**src/rtl/lsu_pkg.sv**
```systemverilog
// Shared definitions for the load/store unit: RISC-V width codes, FSM states
// and the accept-time legality check.
package lsu_pkg;

    localparam logic [2:0] F3_B  = 3'b000;
    localparam logic [2:0] F3_H  = 3'b001;
    localparam logic [2:0] F3_W  = 3'b010;
    localparam logic [2:0] F3_BU = 3'b100;
    localparam logic [2:0] F3_HU = 3'b101;

    typedef enum logic [2:0] {
        IDLE,
        LOAD,
        MERGE,
        WRITE,
        RESP
    } lsu_state_e;

    // Unsigned widths only exist for loads, and every access must be naturally aligned.
    function automatic logic lsu_is_err(input logic we, input logic [2:0] funct3,
                                        input logic [1:0] byte_off);
        logic err;
        case (funct3)
            F3_B:    err = 1'b0;
            F3_H:    err = byte_off[0];
            F3_W:    err = (byte_off != 2'b00);
            F3_BU:   err = we;
            F3_HU:   err = we | byte_off[0];
            default: err = 1'b1;
        endcase
        return err;
    endfunction

endpackage

```
**src/rtl/lsu_align.sv**
```systemverilog
// Lane steering for the load/store unit: extracts and extends load data, and
// merges sub-word store data into a full memory word.
module lsu_align
    import lsu_pkg::*;
#(
    parameter int XLEN = 32
) (
    input  logic [2:0]      funct3,
    input  logic [1:0]      byte_off,
    input  logic [XLEN-1:0] mem_word,
    input  logic [15:0]     store_data,
    output logic [XLEN-1:0] load_data,
    output logic [XLEN-1:0] merged_word
);

    logic [7:0]  byte_sel;
    logic [15:0] half_sel;

    always_comb begin
        byte_sel    = mem_word[{byte_off, 3'b000} +: 8];
        half_sel    = mem_word[{byte_off[1], 4'b0000} +: 16];
        load_data   = '0;
        merged_word = mem_word;

        case (funct3)
            F3_B:    load_data = {{(XLEN-8){byte_sel[7]}}, byte_sel};
            F3_BU:   load_data = {{(XLEN-8){1'b0}}, byte_sel};
            F3_H:    load_data = {{(XLEN-16){half_sel[15]}}, half_sel};
            F3_HU:   load_data = {{(XLEN-16){1'b0}}, half_sel};
            default: load_data = mem_word;
        endcase

        // Only sub-word stores pass through the merge; word stores bypass it.
        case (funct3)
            F3_B:    merged_word[{byte_off, 3'b000} +: 8] = store_data[7:0];
            F3_H:    merged_word[{byte_off[1], 4'b0000} +: 16] = store_data;
            default: merged_word = mem_word;
        endcase
    end

endmodule

```
**src/rtl/load_store_unit.sv**
```systemverilog
// Single-outstanding load/store unit: checks legality, performs read-modify-write
// for sub-word stores and returns a held response to the pipeline.
module load_store_unit
    import lsu_pkg::*;
#(
    parameter int XLEN      = 32,
    parameter int MEM_WORDS = 1024
) (
    input  logic            clk,
    input  logic            rst,
    input  logic            req_valid,
    output logic            req_ready,
    input  logic            req_we,
    input  logic [2:0]      req_funct3,
    input  logic [XLEN-1:0] req_addr,
    input  logic [XLEN-1:0] req_wdata,
    output logic            rsp_valid,
    input  logic            rsp_ready,
    output logic [XLEN-1:0] rsp_rdata,
    output logic            rsp_err,
    output logic            mem_read,
    output logic            mem_write,
    output logic [XLEN-1:0] mem_addr,
    output logic [XLEN-1:0] mem_wdata,
    input  logic [XLEN-1:0] mem_rdata
);

    lsu_state_e      state_q, state_d;
    logic            we_q, we_d;
    logic            err_q, err_d;
    logic [2:0]      funct3_q, funct3_d;
    logic [XLEN-1:0] addr_q, addr_d;
    logic [XLEN-1:0] buf_q, buf_d;
    logic [XLEN-1:0] rdata_q, rdata_d;

    logic [XLEN-1:0] load_data;
    logic [XLEN-1:0] merged_word;
    logic            unused_mem_words;

    assign unused_mem_words = (MEM_WORDS > 0);

    lsu_align #(.XLEN(XLEN)) u_align (
        .funct3      (funct3_q),
        .byte_off    (addr_q[1:0]),
        .mem_word    (mem_rdata),
        .store_data  (buf_q[15:0]),
        .load_data   (load_data),
        .merged_word (merged_word)
    );

    always_comb begin
        state_d  = state_q;
        we_d     = we_q;
        err_d    = err_q;
        funct3_d = funct3_q;
        addr_d   = addr_q;
        buf_d    = buf_q;
        rdata_d  = rdata_q;

        case (state_q)
            IDLE: begin
                if (req_valid) begin
                    we_d     = req_we;
                    funct3_d = req_funct3;
                    addr_d   = req_addr;
                    buf_d    = req_wdata;
                    rdata_d  = '0;
                    err_d    = lsu_is_err(req_we, req_funct3, req_addr[1:0]);
                    if (err_d) begin
                        state_d = RESP;
                    end else if (!req_we) begin
                        state_d = LOAD;
                    end else if (req_funct3 == F3_W) begin
                        state_d = WRITE;
                    end else begin
                        state_d = MERGE;
                    end
                end
            end
            LOAD: begin
                rdata_d = load_data;
                state_d = RESP;
            end
            MERGE: begin
                buf_d   = merged_word;
                state_d = WRITE;
            end
            WRITE: state_d = RESP;
            RESP: begin
                if (rsp_ready) begin
                    state_d = IDLE;
                end
            end
            default: state_d = IDLE;
        endcase
    end

    always_ff @(posedge clk) begin
        if (rst) begin
            state_q  <= IDLE;
            we_q     <= 1'b0;
            err_q    <= 1'b0;
            funct3_q <= '0;
            addr_q   <= '0;
            buf_q    <= '0;
            rdata_q  <= '0;
        end else begin
            state_q  <= state_d;
            we_q     <= we_d;
            err_q    <= err_d;
            funct3_q <= funct3_d;
            addr_q   <= addr_d;
            buf_q    <= buf_d;
            rdata_q  <= rdata_d;
        end
    end

    // Outputs decode the registered state and are forced quiet while reset is held,
    // so a WRITE in flight when reset arrives never reaches memory.
    always_comb begin
        req_ready = !rst && (state_q == IDLE);
        rsp_valid = !rst && (state_q == RESP);
        rsp_err   = rsp_valid && err_q;
        rsp_rdata = (rsp_valid && !err_q && !we_q) ? rdata_q : '0;
        mem_read  = !rst && ((state_q == LOAD) || (state_q == MERGE));
        mem_write = !rst && (state_q == WRITE);
        mem_addr  = (mem_read || mem_write) ? {addr_q[XLEN-1:2], 2'b00} : '0;
        mem_wdata = mem_write ? buf_q : '0;
    end

endmodule
```
**config.mk**
```make
export PLATFORM = sky130hd
export DESIGN_NAME = load_store_unit
export DESIGN_NICKNAME = d
export VERILOG_FILES = /design/src/rtl/lsu_pkg.sv /design/src/rtl/lsu_align.sv /design/src/rtl/load_store_unit.sv
export SDC_FILE = /design/constraint.sdc
export NUM_CORES = 1
export LEC_CHECK = 0
export BUFFER_PORTS_ARGS = -buffer_cell sky130_fd_sc_hd__buf_2
export CAP_MARGIN = 0
export CORE_MARGIN = 4
export CORE_UTILIZATION = 46
export CTS_CLUSTER_DIAMETER = 100
export DETAILED_ROUTE_END_ITERATION = 10
export PLACE_DENSITY = 0.77
export SLEW_MARGIN = 20
export SYNTH_ARGS = -nofsm -noshare
export SYNTH_HDL_FRONTEND = slang
export SYNTH_SLANG_ARGS = --single-unit
```
**constraint.sdc**
```tcl
create_clock -name clk -period 2 [get_ports clk]
set_input_delay 0.4 -clock clk [delete_from_list [all_inputs] [get_ports clk]]
set_output_delay 0.4 -clock clk [all_outputs]
set_load 0.05 [all_outputs]
```
After elaboration in Yosys (flattened, before gate mapping)
Index checks and enable logic that the tools add are counted. W data, S select, Z words.

Bits in registers: 104. Output and inout bits: 101.

Mux-type cells: 20. Reduce and logical (&&, ||, !) cells: 23. Add/subtract/negate cells: 2. Shift-type cells: 6. Bitwise logic cells: 1. Equality and inequality tests: 13.

Operators with widths (number): $pmux W32 S2 (3); $mux W32 (5); $pmux W32 S4 (1); $bwmux W32 (2); $shift A16 B7 Y32 const A (1); $shift A8 B7 Y32 const A (1); $shiftx A16 B7 Y32 (1); $shiftx A32 B6 Y16 (1); $shiftx A32 B6 Y8 (1); $shiftx A8 B7 Y32 (1); $eq A3 B3 Y1 const B (5); $neg A5 Y7 (2); $pmux W3 S4 (1); $eq A3 B1 Y1 const B (3); $eq A3 B2 Y1 const B (3); $logic_not A3 Y1 (3); $mux W3 (3); $reduce_and A2 Y1 (4); $logic_and A1 B1 Y1 (7); $reduce_bool A2 Y1 (3); $pmux W1 S5 (1); $ne A2 B2 Y1 const B (2); $logic_not A1 Y1 (3); $mux W1 (3); 4 further kinds (5).

Longest topological paths before layout
Depth after elaboration: 7. Gate-level depth with buffers: 8. Gate-level depth less buffers: 6.

Cells and area by module
A second synthesis with hierarchy kept.

Cells, all modules: 853. Area, all modules: 6154.7 sq um.

By module, submodules not included: load_store_unit (instances 1, seq. area each 2082.0 sq um, area each 4740.8 sq um, cells an instance 623); lsu_align (instances 1, seq. area each 0.0 sq um, area each 1413.9 sq um, cells an instance 230).

Worst setup path before layout
OpenSTA, ideal clock, no wires.

Kind: input port to output port. From: input port rst. To: output port req_ready. Data arrival time: 2.485 ns. Data required time: 1.600 ns. Path slack: -0.885 ns. Stages on the path: 4. Buffers on the path: 3. Cells stage by stage: buf_2 buf_1 clkbuf_1 nor4_1.

Longest elaborated chain between the ends: 2.

Ends and longest elaborated chain: from (decl) (RTL line load_store_unit.sv:10) `input logic rst,`; $logic_not A1 Y1 (RTL line load_store_unit.sv:121) `req_ready = !rst && (state_q == IDLE);`; $logic_and A1 B1 Y1 (RTL line load_store_unit.sv:121); to (decl) (RTL line load_store_unit.sv:12) `output logic req_ready,`.

Every way passes these cells.

Final worst setup path
From: register state_q[0]. To: output port rsp_rdata[1].

Longest elaborated chain between the ends: 5.

Ends and longest elaborated chain: from (decl) (RTL line load_store_unit.sv:28) `lsu_state_e state_q, state_d;`; from (signal assigned) (RTL line load_store_unit.sv:108) `state_q <= state_d;`; $eq A3 B3 Y1 (RTL line load_store_unit.sv:122) `rsp_valid = !rst && (state_q == RESP);`; $logic_and A1 B1 Y1 (RTL line load_store_unit.sv:122); $logic_and A1 B1 Y1 (2 in series) (RTL line load_store_unit.sv:124) `rsp_rdata = (rsp_valid && !err_q && !we_q) ? rdata_q : '0;`; $mux W32 (RTL line load_store_unit.sv:124); to (decl) (RTL line load_store_unit.sv:19) `output logic [XLEN-1:0] rsp_rdata,`.

Every way passes these cells.

==> run_results.csv <==
group,metric,value,unit
timing,min_period,2.287,ns
placed_design,numPortBuffers,202,
setup_path,startpoint_type,"flip-flop",
yosys,synth_area_per_cell,8.228,um^2
timing,hold_ws,0.2698,ns
yosys,yosys.cell_types.count,70,
timing,drv_slew,0,
yosys,ys_ff_latch,104,
yosys,synthTopCellsByCount,"nand2_1 (125), dfxtp_1 (104), and2_1 (96), a21oi_1 (50), o22ai_1 (31)",
outcome,violations,"setup timing",
min_path,min_path_type,"input port to flip-flop",
die,ioPinCount,205,
yosys,synth-warning-count,0,
clock_network,clk_pin_slew,0.08,ns
flow_run,maxCapViolCount,0,
layout,drive_gt1_frac,0.3792,
yosys,synth_most_common_cell,"nand2_1",
clock_network,cts.path.max_buffers,2,
die,core.rowCount,41,
yosys,synth_top_cell_by_area,"dfxtp_1",
detailed_routing,num_vias,6682,
layout,layout.nets,1064,
timing,finalHoldViolations,0,
die,core,12820,um^2
yosys,synth_edf_count,0,
layout,diodes,0,
yosys,syn_area,6138,um^2
yosys,synth-main-ff-cell,"dfxtp_1",
clock_network,cts_hold_buf,0,
detailed_routing,drc,0,
grt,grt_pass1_wl,33910,um
detailed_routing,via_per_inst,5.903,
grt,grt_use_total,0.2838,
clock_network,htree_levels,3,
die,start_util,0.4786,
clock_network,clock_sinks,104,
timing,fmax,0.4373,GHz
timing,relSlewSlack,0.6188,
timing,fin_skew,0.006071,ns
yosys,synth.area.top_cells,"dfxtp_1 (34%), and2_1 (9.8%), nand2_1 (7.6%), a21oi_1 (4.1%), o22ai_1 (3.2%)",
pwr,leakage,0.003704,uW
clock_network,clk_latency,0.36,ns
detailed_routing,postRouteAntennaNets,0,
placed_design,post-place-ws,0.0002844,ns
grt,grt_pass1_vias,6365,
outcome,status,"finished with violations",
setup_path,worstPathRequired,1.60,ns
timing,setup_viol,95,
setup_path,cp_max_fo,8,
placed_design,placed_area,7597,um^2
die,die_w,123.5,um
placed_design,place_congestion,0.9582,
yosys,synth_seq_area_share,0.3392,
clock_network,cts_made_buffers,9,
timing,worstMarginPinSlew,0.5679,ns
placed_design,place.detailed.hpwl,14850,um
layout,area_growth,44.80,%
clock_network,root_buffer,"clkbuf_16",
setup_path,crit_path_end_kind,"output pin",
pwr,total_power,5415,uW
timing,fin_ws,-0.2868,ns
yosys,synthesis.instances,746,
yosys,async_flop_share,0,
die,die_h,123.5,um
setup_path,crit_arrival,1.89,ns
clock_network,cts_tree,"built",
grt,grt_start_max_net_pins,40,
detailed_routing,wire_per_inst,19.67,um
setup_path,critical_path_class,"flip-flop to output pin",
layout,final_area,8889,um^2
grt,antenna_found_initial,0,
detailed_routing,wl,22260,um
pwr,peakVddDrop,0.0004356,V
pwr,power.density,609.2,nW/um^2
timing,fin_crit_sh,1.143,
timing,rsz0062_at_grt,"yes",
detailed_routing,drt_iter0_markers,906,
die,fp.dieArea,15260,um^2
detailed_routing,first_pass_iters,5,
yosys,synth_top_area_share,0.3392,
grt,grt_overflow,0,
-- cell families (layout without fill, tap and decap cells) --
group	Yosys count	after routing	share of synthesized area
compound gates	240	240	0.2746
xor+xnor	1	1	0.001427
fa+ha+maj	5	5	0.01019
buf+inv	82	295	0.06991
flops	104	104	0.3392
mux	19	19	0.03486
other cells	1	2	0.0006109
simple gates	294	294	0.2693
-- stage by stage --
step / setup TNS [ns] / std cells / utilization
2_1_floorplan: -13.53 / 747 / -
3_3_place_gp: 0 / 1102 / 0.5924
3_5_place_dp: 0 / 1102 / 0.5924
4_1_cts: -13.87 / 1127 / 0.6873
5_1_grt: -19.07 / 1132 / 0.6931
6_report: -15.07 / 1132 / 0.6931
-- registers in the layout (all words and copies together), names as in the netlist --
| name | cells |
|---|---|
| state_q | 3 |
| funct3_q | 3 |
| err_q | 1 |
| addr_q | 32 |
| buf_q | 32 |
| rdata_q | 32 |
| we_q | 1 |
-- layer usage --
layer,global-route usage,part of all wire
met5,0,0
met4,0.1183,0.033
met3,0.05124,0.078
met2,0.4574,0.48
met1,0.3740,0.41
-- path summary, 6_finish.rpt --
kind | startpoint | to | slack, ns | cells past startpoint
max | state_q[0] | rsp_rdata[1] | -0.29 | 6
min | req_addr[19] | addr_q[19] | 0.27 | 3
max reg2reg | addr_q[1] | buf_q[27] | 0.09 | 6
min reg2reg | addr_q[28] | addr_q[28] | 0.45 | 2
-- report_power, final --
group / leakage, uW / internal (uW) / switching [uW]
sequential: 0.000853 / 2220 / 131
clock: 0.000141 / 875 / 894
combinational: 0.00271 / 555 / 745
-- what timing repair did --
action	4_1_cts	5_1_grt
endpoints found under the setup margin	102	106
pin swaps	3	2
buffers inserted	5	4
cloned	4	1
gates resized for setup	241	7
-- placed cells by master (no fill, tap or decap), drive strengths merged, types with 9 or more instances in the layout --
| cell type | n |
|---|---|
| nor2b | 13 |
| a31oi | 11 |
| nand2 | 126 |
| inv | 16 |
| a221o | 17 |
| mux2 | 9 |
| and2 | 96 |
| o21ai | 30 |
| a221oi | 17 |
| a211oi | 19 |
| buf | 262 |
| o22ai | 31 |
| a21oi | 51 |
| nor2 | 13 |
| mux2i | 9 |
| clkbuf | 11 |
| dfxtp | 104 |
-- critical path: stages, from the launching register on --
cell	delay (ns)
dfxtp_4	0.36
nor4_4	0.29
nor3b_4	0.26
buf_12	0.17
clkbuf_16	0.16
and2_4	0.14
buf_8	0.14
-- cell type report --
cell class | count | area, um^2
fill | 955 | 3936
multi-input combinational | 561 | 3774
timing repair buffer | 265 | 2465
sequential | 104 | 2088
clock buffer | 9 | 225.2
tap | 172 | 215.2
clock inverter | 7 | 63.81
inverter | 14 | 57.56
(Power assumes the default switching activity.)
